[config.mk]
export PLATFORM = sky130hd
export DESIGN_NAME = pipeline_flow_ctrl
export DESIGN_NICKNAME = d
export VERILOG_FILES = /design/src/rtl/pipeline_flow_ctrl_pkg.sv /design/src/rtl/pipeline_flow_ctrl_sat_counter.sv /design/src/rtl/pipeline_flow_ctrl.sv
export SDC_FILE = /design/constraint.sdc
export NUM_CORES = 1
export LEC_CHECK = 0
export CAP_MARGIN = 20
export CELL_PAD_IN_SITES_DETAIL_PLACEMENT = 1
export CELL_PAD_IN_SITES_GLOBAL_PLACEMENT = 1
export CORE_MARGIN = 1.5
export CORE_UTILIZATION = 40
export DETAILED_ROUTE_END_ITERATION = 12
export PLACE_DENSITY = 0.83
export SYNTH_ARGS = -nofsm -noshare
export SYNTH_HDL_FRONTEND = slang
export SYNTH_SLANG_ARGS = --single-unit
[constraint.sdc]
create_clock -name iClk -period 7.25 [get_ports iClk]
set_input_delay 1.0875 -clock iClk [delete_from_list [all_inputs] [get_ports iClk]]
set_output_delay 1.0875 -clock iClk [all_outputs]
set_load 0.03 [all_outputs]
[src/rtl/pipeline_flow_ctrl_pkg.sv]
// Shared control types for the pipeline flow controller: FSM states and the
// per-stage enable/clear bundle handed to the pipeline register banks.
package pipeline_flow_ctrl_pkg;

   localparam int unsigned BOOT_CNT_W = 8;

   typedef enum logic [1:0] {
      ST_BOOT     = 2'd0,
      ST_RUN      = 2'd1,
      ST_MEM_WAIT = 2'd2
   } state_e;

   typedef struct packed {
      logic en_pc;
      logic en_fd;
      logic clr_fd;
      logic en_de;
      logic clr_de;
      logic en_em;
      logic en_mw;
   } stage_ctrl_t;

   // Boot flushes F/D and D/E while the PC stays parked on the reset vector.
   localparam stage_ctrl_t BOOT_CTRL = '{
      en_pc:  1'b0,
      en_fd:  1'b1,
      clr_fd: 1'b1,
      en_de:  1'b1,
      clr_de: 1'b1,
      en_em:  1'b1,
      en_mw:  1'b1
   };

endpackage

[src/rtl/pipeline_flow_ctrl_sat_counter.sv]
// Saturating up-counter stepping by 0, 1 or 2 per cycle, cleared by a
// synchronous active-low reset.
module sat_counter #(
   parameter int unsigned CNT_W = 32
) (
   input  logic             iClk,
   input  logic             iRstN,
   input  logic [1:0]       iInc,
   output logic [CNT_W-1:0] oCount
);

   logic [CNT_W-1:0] count_q;
   logic [CNT_W-1:0] count_d;
   logic [CNT_W:0]   sum;

   // One extra bit catches the carry; a carry means the add ran past all-ones.
   always_comb begin
      sum     = {1'b0, count_q} + {{(CNT_W-1){1'b0}}, iInc};
      count_d = sum[CNT_W] ? {CNT_W{1'b1}} : sum[CNT_W-1:0];
   end

   always_ff @(posedge iClk) begin
      if (!iRstN) begin
         count_q <= '0;
      end else begin
         count_q <= count_d;
      end
   end

   assign oCount = count_q;

endmodule

[src/rtl/pipeline_flow_ctrl.sv]
// Pipeline flow controller: merges hazard, redirect and memory-wait requests
// into per-stage enable/clear strobes, tracks stage valids and keeps counters.
module pipeline_flow_ctrl
   import pipeline_flow_ctrl_pkg::*;
#(
   parameter int unsigned BOOT_CYCLES = 4,
   parameter int unsigned CNT_W       = 32
) (
   input  logic             iClk,
   input  logic             iRstN,
   input  logic             iStallF,
   input  logic             iStallD,
   input  logic             iFlushE,
   input  logic             iRedirectD,
   input  logic             iFetchBusyF,
   input  logic             iMemBusyM,
   output logic             oEnPC,
   output logic             oEnFD,
   output logic             oClrFD,
   output logic             oEnDE,
   output logic             oClrDE,
   output logic             oEnEM,
   output logic             oEnMW,
   output logic             oValidD,
   output logic             oValidE,
   output logic             oValidM,
   output logic             oValidW,
   output logic [1:0]       oState,
   output logic [CNT_W-1:0] oStallCycles,
   output logic [CNT_W-1:0] oFlushCount,
   output logic [CNT_W-1:0] oRetireCount
);

   state_e                state_q, state_d;
   logic [BOOT_CNT_W-1:0] boot_cnt_q, boot_cnt_d;
   stage_ctrl_t           ctrl;
   logic                  stall;
   logic                  valid_d_q, valid_e_q, valid_m_q, valid_w_q;
   logic                  not_boot;
   logic [1:0]            stall_inc, flush_inc, retire_inc;

   assign stall = iStallF | iStallD;

   always_comb begin
      ctrl       = '0;
      state_d    = state_q;
      boot_cnt_d = boot_cnt_q;
      if (state_q == ST_BOOT) begin
         ctrl       = BOOT_CTRL;
         boot_cnt_d = boot_cnt_q + 1'b1;
         if (boot_cnt_q == BOOT_CNT_W'(BOOT_CYCLES - 1)) begin
            state_d = ST_RUN;
         end
      end else if (iMemBusyM) begin
         state_d = ST_MEM_WAIT;
      end else begin
         // Memory released: RUN rules apply in this very cycle.
         state_d     = ST_RUN;
         ctrl.en_em  = 1'b1;
         ctrl.en_mw  = 1'b1;
         ctrl.en_de  = 1'b1;
         ctrl.clr_de = iFlushE;
         if (stall) begin
            ctrl.en_de = iFlushE;
         end else if (iRedirectD) begin
            ctrl.en_pc  = 1'b1;
            ctrl.en_fd  = 1'b1;
            ctrl.clr_fd = 1'b1;
         end else if (iFetchBusyF) begin
            ctrl.en_fd  = 1'b1;
            ctrl.clr_fd = 1'b1;
         end else begin
            ctrl.en_pc = 1'b1;
            ctrl.en_fd = 1'b1;
         end
      end
   end

   always_ff @(posedge iClk) begin
      if (!iRstN) begin
         state_q    <= ST_BOOT;
         boot_cnt_q <= '0;
         valid_d_q  <= 1'b0;
         valid_e_q  <= 1'b0;
         valid_m_q  <= 1'b0;
         valid_w_q  <= 1'b0;
      end else begin
         state_q    <= state_d;
         boot_cnt_q <= boot_cnt_d;
         if (ctrl.clr_fd) begin
            valid_d_q <= 1'b0;
         end else if (ctrl.en_fd) begin
            valid_d_q <= 1'b1;
         end
         if (ctrl.clr_de) begin
            valid_e_q <= 1'b0;
         end else if (ctrl.en_de) begin
            valid_e_q <= valid_d_q;
         end
         if (ctrl.en_em) begin
            valid_m_q <= valid_e_q;
         end
         if (ctrl.en_mw) begin
            valid_w_q <= valid_m_q;
         end
      end
   end

   assign not_boot   = (state_q != ST_BOOT);
   assign stall_inc  = {1'b0, not_boot & ~ctrl.en_pc};
   assign flush_inc  = not_boot ? ({1'b0, ctrl.clr_de & iFlushE} + {1'b0, ctrl.clr_fd & iRedirectD})
                                : 2'd0;
   assign retire_inc = {1'b0, not_boot & ctrl.en_mw & valid_w_q};

   sat_counter #(.CNT_W(CNT_W)) u_stall_cnt (
      .iClk   (iClk),
      .iRstN  (iRstN),
      .iInc   (stall_inc),
      .oCount (oStallCycles)
   );

   sat_counter #(.CNT_W(CNT_W)) u_flush_cnt (
      .iClk   (iClk),
      .iRstN  (iRstN),
      .iInc   (flush_inc),
      .oCount (oFlushCount)
   );

   sat_counter #(.CNT_W(CNT_W)) u_retire_cnt (
      .iClk   (iClk),
      .iRstN  (iRstN),
      .iInc   (retire_inc),
      .oCount (oRetireCount)
   );

   assign oEnPC   = ctrl.en_pc;
   assign oEnFD   = ctrl.en_fd;
   assign oClrFD  = ctrl.clr_fd;
   assign oEnDE   = ctrl.en_de;
   assign oClrDE  = ctrl.clr_de;
   assign oEnEM   = ctrl.en_em;
   assign oEnMW   = ctrl.en_mw;
   assign oValidD = valid_d_q;
   assign oValidE = valid_e_q;
   assign oValidM = valid_m_q;
   assign oValidW = valid_w_q;
   assign oState  = state_q;

endmodule

=== After elaboration in Yosys (flattened, before gate mapping) ===
Index checks and enable logic that the tools add are counted.

* Register bits: 110
* Output and inout bits: 109
* Bits of input ports: 8

* Bitwise gates (word level): 8
* Multiplexer cells: 14
* Equal/unequal tests: 2
* Reduce and logical (&&, ||, !) cells: 4
* Add/subtract/negate cells: 5

{| class="wikitable"
|+ Operators by type and width
! kind !! count
|-
| 2-to-1 mux 32 bit || 3
|-
| adder 32 x 1 -> 33 bit || 2
|-
| adder 32 x 2 -> 33 bit || 1
|-
| 2-to-1 mux 7 bit || 2
|-
| adder 8 x 1 -> 8 bit (second input constant) || 1
|-
| equality test 8 x 2 -> 1 bit (second input constant) || 1
|-
| 2-to-1 mux 2 bit || 4
|-
| 2-to-1 mux 3 bit || 2
|-
| AND 1 bit || 5
|-
| OR reduction 2 bit || 2
|-
| 2-to-1 mux 1 bit || 3
|-
| adder 1 x 1 -> 2 bit || 1
|-
| logical NOT 2 bit || 1
|-
| != test 2 x 1 -> 1 bit (second input constant) || 1
|-
| inverter 1 bit || 2
|-
| nonzero test 2 bit || 1
|-
| OR 1 bit || 1
|}

=== Logic depth before layout (Yosys ltp) ===
* Word-level depth: 10
* Gate-level depth with buffers: 14

=== Hierarchy ===
A second synthesis with hierarchy kept.

* Cell total of the unflattened synthesis: 681
* Area total of the unflattened synthesis: 5,632.9 um^2

{| class="wikitable"
|+ By module, submodules not included
! module !! instances !! cells an instance !! area each (um^2)
|-
| sat_counter (u_flush_cnt ...) || 2 || 188 || 1,594.0
|-
| sat_counter (u_retire_cnt) || 1 || 219 || 1,747.9
|-
| pipeline_flow_ctrl || 1 || 86 || 696.9
|}

=== Worst setup path after synthesis ===
OpenSTA, ideal clock, no wires.

* Path kind: in2reg
* Start: input iMemBusyM
* End: register u_flush_cnt.count_q[30] (netlist: u_flush_cnt.oCount[30])
* Arrival: 4,357 ps
* Stages: 13
* Path slack: 2,777 ps
* Data required time: 7,134 ps
* Path buffers: 0
* Cell sequence: nor3_1 -> or2_2 -> and2_1 -> ha_1 -> and2_1 -> ha_1 -> inv_1 -> fa_1 -> nand4b_1 -> or3_4 -> or3_4 -> or4b_1 -> o211a_1

* Longest elaborated chain between the ends: 7
* Elaborated cells between the ends (all ways): 8

{| class="wikitable"
|+ RTL lines
! element !! RTL line !! source
|-
| from (decl) || pipeline_flow_ctrl.sv:16 || <nowiki>input logic iMemBusyM,</nowiki>
|-
| 2-to-1 mux 7 bit * || pipeline_flow_ctrl.sv:54 || <nowiki>end else if (iMemBusyM) begin</nowiki>
|-
| 2-to-1 mux 7 bit * || pipeline_flow_ctrl.sv:48 || <nowiki>if (state_q == ST_BOOT) begin</nowiki>
|-
| AND 1 bit || pipeline_flow_ctrl.sv:111 || <nowiki>assign flush_inc = not_boot ? ({1'b0, ctrl.clr_de & iFlushE} + {1'b0, ctrl.clr_fd & iRedirectD})</nowiki>
|-
| adder 1 x 1 -> 2 bit * || pipeline_flow_ctrl.sv:111 ||
|-
| 2-to-1 mux 2 bit * || pipeline_flow_ctrl.sv:111 ||
|-
| adder 32 x 2 -> 33 bit * || pipeline_flow_ctrl_sat_counter.sv:18 || <nowiki>sum = {1'b0, count_q} + {{(CNT_W-1){1'b0}}, iInc};</nowiki>
|-
| 2-to-1 mux 32 bit * || pipeline_flow_ctrl_sat_counter.sv:19 || <nowiki>count_d = sum[CNT_W] ? {CNT_W{1'b1}} : sum[CNT_W-1:0];</nowiki>
|-
| to (signal assigned) || pipeline_flow_ctrl_sat_counter.sv:26 || <nowiki>count_q <= count_d;</nowiki>
|-
| to (decl) || pipeline_flow_ctrl_sat_counter.sv:12 || <nowiki>logic [CNT_W-1:0] count_q;</nowiki>
|}

Every way passes the cells marked *; elsewhere a longest branch is shown, timed or not.
A chain may end at the register's enable or synchronous reset.

=== Worst setup path in the final report ===
* Start: input iMemBusyM
* End: register u_flush_cnt.count_q[5] (netlist: u_flush_cnt.oCount[5])

Same word-level chain as after synthesis.

==> out/metrics.yaml <==
outcome: "finished clean"
ys_warn_count: 0
post-dp-hpwl_um: 10300
antenna_found_initial: 0
final_max_slew_viol_count: 0
core-area_um2: 12600
power.density_nw_per_um2: 192
ys_types: 46
cts_tree: "done"
fin_skew_ns: 0.00549
worstSetupEndpointType: "register"
io_buffers: 116
dr.first_iter.drc_count: 219
fin_cells: 873
path_cells: "clkdlybuf4s50_1 -> nor3_1 -> or2_2 -> and2_1 -> ha_1 -> and2_1 -> ha_1 -> inv_1 -> fa_1 -> nand4b_1 -> or3_4 -> nor3_1 -> nand2_1 -> a21oi_1"
worstHoldStart: "boot_cnt_q[1]$_SDFFE_PN0P_"
fin_crit_ns: 5.26
clk_latency_ns: 0.35
syn_area_per_cell_um2: 8.70
first_global_vias: 4865
reg2reg_from: "oState[1]$_SDFFE_PN0P_"
hold-path-cell-count: 2
wire_per_inst_um: 16.9
drt-total-wl_um: 14800
clock_sinks: 110
r2r_slack_ns: 2.98
cpPeakStageDelay_ns: 0.65
post_cts_buffers: 0
worstPathMaxFanout: 27
multiInputGateArea_um2: 2770
n_antenna_cell: 0
cap_violations: 0
postCtsResizedCells: 0
num_rows: 41
firstDrtPassIters: 4
cts_hold_buf: 0
yosysTopAreaCellShare_pct: 43.1
cts.clk_slew.worst_paths_ns: 0.07
dieArea_um2: 13500
seq_area_um2: 2200
timing.fmax_mhz: 190
synthFlopType: "dfxtp_1"
cp.arrival_ns: 5.51
cp_slowest_cell: "nand2_1"
area_growth_pct: 31.8
reg2reg_to: "u_flush_cnt.oCount[5]$_SDFF_PN0_"
start_kind: "input port"
hold_end: "boot_cnt_q[1]$_SDFFE_PN0P_"
nNetsFinal: 713
cts.htree.levels: 3
cts_made_buffers: 9
synth_edf_count: 0
vias: 4806
dieWidth_um: 116
hold_path_class: "reg2reg"
postRouteAntennaNets: 0
place_area_um2: 6420
fillers: 1492
vias_per_cell: 5.51
mostFrequentLayoutCell: "clkdlybuf4s50_1"
fin_crit_sh_pct: 72.6
ir_worst_vdd_uv: 83.2
path_class: "in2reg"
slew_headroom_pct: 33.7
start_util_pct: 40.7
grt_pass1_wl_um: 24100
gp_congestion: 0.840
power.leakage_nw: 2.29
cts_root_buf: "clkbuf_16"
io_pins: 117
synth_top_area_cell: "dfxtp_1"
stdcell_area_um2: 6740
dpl.cell_count: 857
holdWs_ns: 0.496
finalSetupViolCount: 0
hold_viol_final: 0
clk_path_buf_depth: 2
synth_area_leaders: "dfxtp_1 (43%), xor2_1 (8.7%), a21oi_1 (8.4%)"
final.setup.tns_ns: 0
netlist_instances: 588
worst_pin_slew_ns: 0.992
cp.required_ns: 7.50
grt_overflow: 0
pre_cts_slack_ns: 1.67
synth-seq-area-share_pct: 43.1
layout-drive-gt1-share_pct: 4.56
drc: 0
async_flop_share_pct: 0
grt_max_degree: 62
rr_worst_depth: 13
synth_area_um2: 5110
final_cell_mix: "clkdlybuf4s50_1 (116), dfxtp_1 (110), a21oi_1 (86)"
fin_ws_ns: 1.99
ys_seq_elements: 110
die-height_um: 116
syn_nets: 605
rsz0062_at_grt: "false"
grtUsageTotal_pct: 22.3
cell families after synthesis:
logic type | synth area share (%)
XOR/XNOR | 13.5
AND/OR/NAND/NOR | 25.4
buffers and inverters | 2.76
multiplexers | 0.587
adder cells (fa/ha/maj) | 2.35
AO/OA/AOI/OAI | 12.3
flip-flops | 43.1
power by group:
group / total, W / internal (W) / switching, W
clock network: 0.000522 / 0.000306 / 0.000216
registers: 0.000629 / 0.000618 / 0.0000115
logic: 0.000140 / 0.0000539 / 0.0000865
sequential cells by signal, indices dropped and copies added (netlist names):
register and cells:
u_stall_cnt.oCount 32, u_flush_cnt.oCount 32, oState 2, oValidM 1, oValidD 1, boot_cnt_q 8
u_retire_cnt.oCount 32, oValidW 1, oValidE 1
routing by layer:
layer,up-vias,routed length (um),part of all wire (%),GRT usage (%)
li1,2316,-,-,-
met1,2392,6550,44,27.4
met2,82,7500,51,39.2
met3,16,460,3.1,3.66
met4,0,242,1.6,8.05
met5,-,0,0,0
final cells by class:
cell class,instances,area share [%]
Multi-Input combinational cell,442,41.1
Sequential cell,110,32.7
Timing Repair Buffer,117,17.3
Clock buffer,14,4.22
Tap cell,172,3.19
Inverter,16,0.891
Clock inverter,2,0.557
per-stage QoR:
stage / utilization, % / total power (W)
after floorplan: - / 0.000731
after global placement: 51.1 / 0.000779
after detailed placement: 51.1 / 0.000784
after CTS: 53.6 / 0.00130
after global routing: 53.6 / 0.00135
final: 53.6 / 0.00129
worst max path at each step:
stage	startpoint	to	slack (ns)	cells past startpoint
2_1_floorplan	iMemBusyM	u_flush_cnt.oCount[30]$_SDFF_PN0_	2.78	13
3_3_place_gp	iMemBusyM	u_flush_cnt.oCount[0]$_SDFF_PN0_	1.99	14
3_5_place_dp	iMemBusyM	u_flush_cnt.oCount[29]$_SDFF_PN0_	1.67	14
4_1_cts	iMemBusyM	u_flush_cnt.oCount[5]$_SDFF_PN0_	1.98	14
5_1_grt	iMemBusyM	u_flush_cnt.oCount[8]$_SDFF_PN0_	1.69	14
6_report	iMemBusyM	u_flush_cnt.oCount[5]$_SDFF_PN0_	1.99	14
synth_stat cells, types with 2 or more instances:
cell type	count
nand2_1	42
or2_2	3
a21o_1	2
inv_1	16
and2_1	7
nand4_1	25
and4_1	7
mux2i_1	3
o21a_1	3
nor2_1	34
dfxtp_1	110
nand4_2	2
xnor2_1	28
or3_1	2
o21ai_0	5
nand2b_1	2
or3_4	2
xor2_1	51
o211a_1	2
nand3_1	50
a21oi_1	86
and3_1	21
buf_2	2
or2_1	2
nand4b_1	2
a31o_2	3
a311oi_1	2
nor3_1	19
a211oi_1	5
a31oi_1	3
ha_1	8
nor4_1	10
clkbuf_1	16
worst max-delay path: cells and delay by family:
family                     cells  cell delay (ns)
and+or+nand+nor                8             2.48
adders and majority gates      3             0.89
buffers and inverters          2             0.67
AOI/OAI and AO/OA              1             0.39
No activity file was read; power rests on OpenSTA's default activity.
